==> src/rtl/servo_pkg.sv <==
// servo_pkg: shared widths, FSM states and duty-range defaults for the servo PWM chain
package servo_pkg;
  localparam int DUTY_W = 4;
  localparam int DUTY_MIN_DEF = 0;
  localparam int DUTY_MAX_DEF = 15;
  typedef logic [DUTY_W-1:0] duty_t;
  typedef enum logic [1:0] {IDLE, UP, DOWN} state_e;
  function automatic duty_t clamp_duty(input duty_t v, input duty_t lo, input duty_t hi);
    return (v < lo) ? lo : (v > hi) ? hi : v;
  endfunction
endpackage

==> src/rtl/servo_duty_ramp_if.sv <==
// servo_duty_ramp_if: switch input and duty/target/busy outputs of the ramp stage
//   sw     raw slide switches (driven by master)
//   duty   slewed duty command, target: debounced clamped setpoint, busy: duty != target
interface servo_duty_ramp_if;
  import servo_pkg::*;
  duty_t sw;
  duty_t duty;
  duty_t target;
  logic busy;
  modport master(output sw, input duty, target, busy);
  modport slave(input sw, output duty, target, busy);
endinterface

==> src/rtl/servo_duty_ramp_debounce.sv <==
// sw_debounce: 2-FF synchroniser plus stable-for-DB_CYCLES debounce with one-shot accept strobe
//   clk, rst_n   clock, async active-low reset
//   sw_i         raw asynchronous input
//   val_o        accepted (debounced) value, valid when stb_o
//   stb_o        single-cycle strobe when a value becomes accepted
module sw_debounce #(
  parameter int WIDTH = 4,
  parameter int DB_CYCLES = 500_000
) (
  input  logic             clk,
  input  logic             rst_n,
  input  logic [WIDTH-1:0] sw_i,
  output logic [WIDTH-1:0] val_o,
  output logic             stb_o
);
  localparam int CW = (DB_CYCLES > 1) ? $clog2(DB_CYCLES) : 1;
  logic [WIDTH-1:0] s1_q, s2_q, cand_q, cand_d;
  logic [CW-1:0] cnt_q, cnt_d;
  logic held_q, held_d, diff, sat;
  always_comb begin
    diff = s2_q != cand_q;
    sat = cnt_q == CW'(DB_CYCLES - 1);
    cand_d = diff ? s2_q : cand_q;
    cnt_d = diff ? '0 : sat ? cnt_q : cnt_q + CW'(1);
    stb_o = !diff && sat && !held_q;
    // held suppresses repeat strobes while the counter sits saturated
    held_d = diff ? 1'b0 : (held_q | stb_o);
    val_o = cand_q;
  end
  always_ff @(posedge clk or negedge rst_n) begin
    if (!rst_n) begin
      s1_q <= '0;
      s2_q <= '0;
      cand_q <= '0;
      cnt_q <= '0;
      held_q <= 1'b0;
    end else begin
      s1_q <= sw_i;
      s2_q <= s1_q;
      cand_q <= cand_d;
      cnt_q <= cnt_d;
      held_q <= held_d;
    end
  end
endmodule

==> src/rtl/servo_duty_ramp.sv <==
// servo_duty_ramp: debounces and clamps the switch setpoint and slews duty one LSB per step tick
//   clk, rst_n   clock, async active-low reset
//   bus.sw       raw switches in; bus.duty / bus.target / bus.busy out
module servo_duty_ramp
  import servo_pkg::*;
#(
  parameter int DB_CYCLES = 500_000,
  parameter int STEP_CYCLES = 5_000_000,
  parameter int DUTY_MIN = DUTY_MIN_DEF,
  parameter int DUTY_MAX = DUTY_MAX_DEF
) (
  input logic clk,
  input logic rst_n,
  servo_duty_ramp_if.slave bus
);
  localparam int TW = $clog2(STEP_CYCLES);
  localparam duty_t LO = duty_t'(DUTY_MIN);
  localparam duty_t HI = duty_t'(DUTY_MAX);
  duty_t acc, target_q, target_d, duty_q, duty_d;
  logic acc_stb, tick;
  logic [TW-1:0] tmr_q, tmr_d;
  state_e state_q, state_d;
  sw_debounce #(.WIDTH(DUTY_W), .DB_CYCLES(DB_CYCLES)) u_db (
    .clk(clk),
    .rst_n(rst_n),
    .sw_i(bus.sw),
    .val_o(acc),
    .stb_o(acc_stb)
  );
  always_comb begin
    tick = tmr_q == TW'(STEP_CYCLES - 1);
    tmr_d = tick ? '0 : tmr_q + TW'(1);
    target_d = acc_stb ? clamp_duty(acc, LO, HI) : target_q;
    // direction comes from the registered target, so a same-cycle target change waits a tick
    state_d = (duty_q < target_q) ? UP : (duty_q > target_q) ? DOWN : IDLE;
    duty_d = (tick && state_d == UP) ? duty_q + duty_t'(1) :
             (tick && state_d == DOWN) ? duty_q - duty_t'(1) : duty_q;
  end
  always_ff @(posedge clk or negedge rst_n) begin
    if (!rst_n) begin
      target_q <= LO;
      duty_q <= LO;
      tmr_q <= '0;
      state_q <= IDLE;
    end else begin
      target_q <= target_d;
      duty_q <= duty_d;
      tmr_q <= tmr_d;
      state_q <= state_d;
    end
  end
  assign bus.duty = duty_q;
  assign bus.target = target_q;
  assign bus.busy = state_q != IDLE;
endmodule

==> src/flat_wrapper.sv <==
// flat-port wrapper written by rule: the top's interface ports become plain ports
module servo_duty_ramp_flat import servo_pkg::*;
#(
  parameter int DB_CYCLES = 500_000,
  parameter int STEP_CYCLES = 5_000_000,
  parameter int DUTY_MIN = DUTY_MIN_DEF,
  parameter int DUTY_MAX = DUTY_MAX_DEF
)
  (clk, rst_n, bus_sw, bus_duty, bus_target, bus_busy);
  servo_duty_ramp_if bus_i ();
  input logic clk;
  input logic rst_n;
  input wire logic [$bits(bus_i.sw)-1:0] bus_sw;
  output wire logic [$bits(bus_i.duty)-1:0] bus_duty;
  output wire logic [$bits(bus_i.target)-1:0] bus_target;
  output wire logic [$bits(bus_i.busy)-1:0] bus_busy;
  assign bus_i.sw = bus_sw;
  assign bus_duty = bus_i.duty;
  assign bus_target = bus_i.target;
  assign bus_busy = bus_i.busy;
  servo_duty_ramp #(.DB_CYCLES(DB_CYCLES), .STEP_CYCLES(STEP_CYCLES), .DUTY_MIN(DUTY_MIN), .DUTY_MAX(DUTY_MAX)) u_core (.clk(clk), .rst_n(rst_n), .bus(bus_i));
endmodule
==> config.mk <==
export PLATFORM = sky130hd
export DESIGN_NAME = servo_duty_ramp_flat
export DESIGN_NICKNAME = d
export VERILOG_FILES = /design/src/rtl/servo_pkg.sv /design/src/rtl/servo_duty_ramp_if.sv /design/src/rtl/servo_duty_ramp_debounce.sv /design/src/rtl/servo_duty_ramp.sv /design/src/flat_wrapper.sv
export SDC_FILE = /design/constraint.sdc
export NUM_CORES = 1
export LEC_CHECK = 0
export ABC_AREA = 1
export BUFFER_PORTS_ARGS = -buffer_cell sky130_fd_sc_hd__buf_2
export CAP_MARGIN = 40
export CORE_ASPECT_RATIO = 1.25
export CORE_MARGIN = 1.5
export CORE_UTILIZATION = 60
export DETAILED_ROUTE_END_ITERATION = 10
export PLACE_DENSITY_LB_ADDON = 0.3
export SLEW_MARGIN = 30
export SYNTH_ARGS = -nofsm -noshare
export SYNTH_HDL_FRONTEND = slang
export SYNTH_SLANG_ARGS = --single-unit
==> constraint.sdc <==
create_clock -name clk -period 3.2 [get_ports clk]
set_clock_uncertainty 0.2 [all_clocks]
set_input_delay 0.32 -clock clk [delete_from_list [all_inputs] [get_ports clk]]
set_output_delay 0.32 -clock clk [all_outputs]
set_load 0.03 [all_outputs]
==> results.py <==
metrics = {
    "run_status": {
        "status": "completed",
    },
    "timing": {
        "hold_violations": 0,
        "post-route-min-period_ns": 2.76,
        "fin_tns_setup_ns": 0,
        "rsz0062_at_grt": "no",
        "setup_violations": 0,
        "tightest_slew_ns": 0.496,
        "max_freq_mhz": 362,
        "relSlewSlack_pct": 66.9,
        "period_share_pct": 86.2,
        "final_max_slew_viol_count": 0,
    },
    "placed_design": {
        "dp_hpwl_um": 5570,
        "dpl-instance-area_um2": 3700,
        "dp.cells": 540,
        "port_buffers": 14,
        "gp_congestion": 0.921,
    },
    "power_and_ir_drop": {
        "cellPowerDensity_nw_per_um2": 395,
        "power_frac_seq_pct": 53.6,
        "p_int_mw": 1.20,
        "comb_power_share_pct": 2.4,
        "p_sw_mw": 0.359,
        "p_leak_nw": 1.90,
        "design_power_total_mw": 1.56,
        "swShare_pct": 23.1,
        "irDropWorstVdd_uv": 274,
        "clockPowerShare_pct": 44.0,
    },
    "cells_and_area": {
        "finalNonFillerCells": 561,
        "nNetsFinal": 505,
        "area_growth_pct": 10.8,
        "fillCellCount": 481,
        "num_antenna_cells": 0,
        "drive_gt1_share_pct": 12.1,
        "postLayoutCellArea_um2": 3950,
    },
    "cts": {
        "htree_levels": 3,
        "clockBufferDepth": 2,
        "clkTransAtPathRegs_ns": 0.07,
        "root_buffer": "clkbuf_8",
        "cts_buffers": 9,
        "postCtsSetupBuffers": 0,
        "cts_tree": "built",
        "clock_sinks": 65,
        "insertion_delay_ns": 0.34,
    },
    "worst_setup_path": {
        "critPathMaxFanout": 10,
        "cp_slowest_stage_delay_ns": 0.43,
        "crit_slowest_cell": "dfrtp_1",
        "critPathKind": "flip-flop to flip-flop",
        "path_common_cell": "nand2_1",
        "crit_arrival_ns": 2.79,
        "worstSetupEndpointType": "flip-flop",
        "start_kind": "flip-flop",
        "worstPathRequired_ns": 3.23,
        "cp_cell_sequence": "ha_1, nand3_4, nor2_4, nand3_4, inv_1, nand2_1, ha_1, nand2_1, nand2_1, nor2_1, inv_1, nand2_1, nand2_1, inv_1, nand2_1, nand2_1, nand2_1",
    },
    "logic_synthesis": {
        "postSynthCellCount": 464,
        "synth_fa_ha_area_share_pct": 3.37,
        "synth_area_leaders": "dfrtp_1 46%, nand2_1 13%, inv_1 7.4%",
        "synth_compound_area_share_pct": 3.02,
        "synthXorXnorAreaFrac_pct": 4.92,
        "yosys.area_share.simple_pct": 34.4,
        "syn-cell-area_um2": 3560,
        "synth_warnings": 0,
        "yosys.area.top_type_share_pct": 45.7,
        "synth.distinct_cells": 29,
        "synth-seq-cells": 65,
        "synth_top_family_by_area": "simple AND/OR/NAND/NOR gates",
        "avgSynthCellArea_um2": 7.68,
        "yosysSeqAreaShare_pct": 45.7,
        "synth_top_cell_by_area": "dfrtp_1",
        "synthMuxAreaShare_pct": 0,
        "syn_nets": 479,
    },
    "routing": {
        "drt-pass1-iter-count": 4,
        "route.detailed.drc": 0,
        "vias": 2930,
        "drt_iter0_markers": 171,
        "wirelength_um": 7450,
        "ant_nets": 0,
        "vias_per_cell": 5.22,
        "wl_per_cell_um": 13.3,
    },
    "global_routing": {
        "overflow": 0,
        "grt_start_max_net_pins": 25,
        "track_usage_pct": 26.2,
        "antenna_found_initial": 0,
        "grt_pass1_vias": 2847,
        "grt_pass1_wl_um": 12600,
    },
    "floorplanning": {
        "fp.dieH_um": 89.1,
        "io_pins": 15,
        "die_x_um": 71.9,
        "die-area_um2": 6410,
        "initial_core_util_pct": 61.6,
        "rows": 31,
        "fp.coreArea_um2": 5780,
    },
    "min_path": {
        "min_path_type": "flip-flop to flip-flop",
    },
    "run": {
        "maxCapViolCount": 0,
    },
}
path summary, 6_finish.rpt:
| check | from | end | slack (ns) | depth (start not counted) |
|---|---|---|---|---|
| max | u_core.tmr_q[0]$_DFF_PN0_ | u_core.bus.duty[3]$_DFFE_PN0P_ | 0.44 | 17 |
| min | u_core.u_db.s1_q[1]$_DFF_PN0_ | u_core.u_db.s2_q[1]$_DFF_PN0_ | 0.15 | 0 |
| max reg2reg | u_core.tmr_q[0]$_DFF_PN0_ | u_core.bus.duty[3]$_DFFE_PN0P_ | 0.44 | 17 |
| min reg2reg | u_core.u_db.s1_q[1]$_DFF_PN0_ | u_core.u_db.s2_q[1]$_DFF_PN0_ | 0.15 | 0 |
| max in group asynchronous | rst_n | u_core.u_db.s2_q[1]$_DFF_PN0_ | 1.84 | 3 |
| min in group asynchronous | rst_n | u_core.u_db.cnt_q[3]$_DFFE_PN0P_ | 0.28 | 2 |
cell families (layout without fill, tap and decap cells):
logic type,Yosys count,count (layout)
AO/OA/AOI/OAI,21,21
XOR/XNOR,20,20
adder cells (fa/ha/maj),9,9
buffers and inverters,81,112
flip-flops,65,65
AND/OR/NAND/NOR,268,268
metrics by stage:
step	setup slack [ns]	hold slack, ns	util [%]
2_1_floorplan	0.657	-0.176	-
3_3_place_gp	0.664	0.105	64.1
3_5_place_dp	0.507	0.122	64.1
4_1_cts	0.475	0.151	68.3
5_1_grt	0.316	0.164	68.3
6_report	0.441	0.150	68.3
power by group through the flow:
stage | Clock (mW) | Combinational [mW] | Sequential [mW]
2_1_floorplan | 0 | 0.0128 | 0.850
3_3_place_gp | 0 | 0.0332 | 0.851
3_5_place_dp | 0 | 0.0347 | 0.851
4_1_cts | 0.705 | 0.0392 | 0.835
5_1_grt | 0.742 | 0.0444 | 0.836
6_report | 0.686 | 0.0376 | 0.835
metal layers:
| metal | wire length (um) | GRT usage (%) | vias up |
|---|---|---|---|
| met1 | 2980 | 29.6 | 1363 |
| li1 | - | - | 1483 |
| met2 | 3950 | 46.1 | 62 |
| met5 | 0 | 0 | - |
| met3 | 243 | 5.98 | 22 |
| met4 | 269 | 14.2 | 0 |
what timing repair did:
action | 4_1_cts | 5_1_grt
resized for setup | 0 | 0
hold buffers | 5 | 0
endpoints found under the hold margin | 24 | 0
Yosys cell counts (all sizes together):
cell,number
nand2,126
nor3,12
buf,2
o211ai,1
a21oi,8
nor2,78
dfrtp,65
nor4,1
inv,75
xor2,15
nand4,10
xnor2,5
ha,8
nand3,36
or2,5
clkbuf,4
fa,1
o21ai,12
sequential cells by signal, summed over array words and instances, names as in the netlist:
name,flops
u_core.tmr_q,23
u_core.u_db.cnt_q,19
u_core.bus.duty,4
u_core.bus.target,4
u_core.u_db.s1_q,4
u_core.u_db.s2_q,4
u_core.u_db.val_o,4
u_core.state_q,2
u_core.u_db.held_q,1
layout by cell type, fill, tap and decap left out, drive strengths merged:
cell	count
or2	5
clkinvlp	1
dfrtp	65
nand4	10
nor3	12
o21ai	12
xnor2	5
clkbuf	9
fa	1
nor4	1
nand3	36
xor2	15
buf	16
clkinv	4
inv	76
nor2	78
o211ai	1
dlygate4sd3	5
ha	8
bufinv	1
nand2	126
a21oi	8
critical path, delay by kind of cell, from the launching register on:
| family | cells | cell delay (ns) |
|---|---|---|
| and+or+nand+nor | 12 | 1.14 |
| adders and majority gates | 2 | 0.62 |
| DFF | 1 | 0.43 |
| buffers and inverters | 3 | 0.24 |
area by class of cell:
cell class | count | area (um^2) | area share [%]
clock buffers | 9 | 124 | 3.14
clock inverters | 7 | 70.1 | 1.78
inverters | 75 | 282 | 7.13
multi-input cells | 318 | 1630 | 41.2
flip-flops and latches | 65 | 1630 | 41.2
well taps | 66 | 82.6 | 2.09
repair buffers | 21 | 135 | 3.42
(Power assumes the default switching activity.)
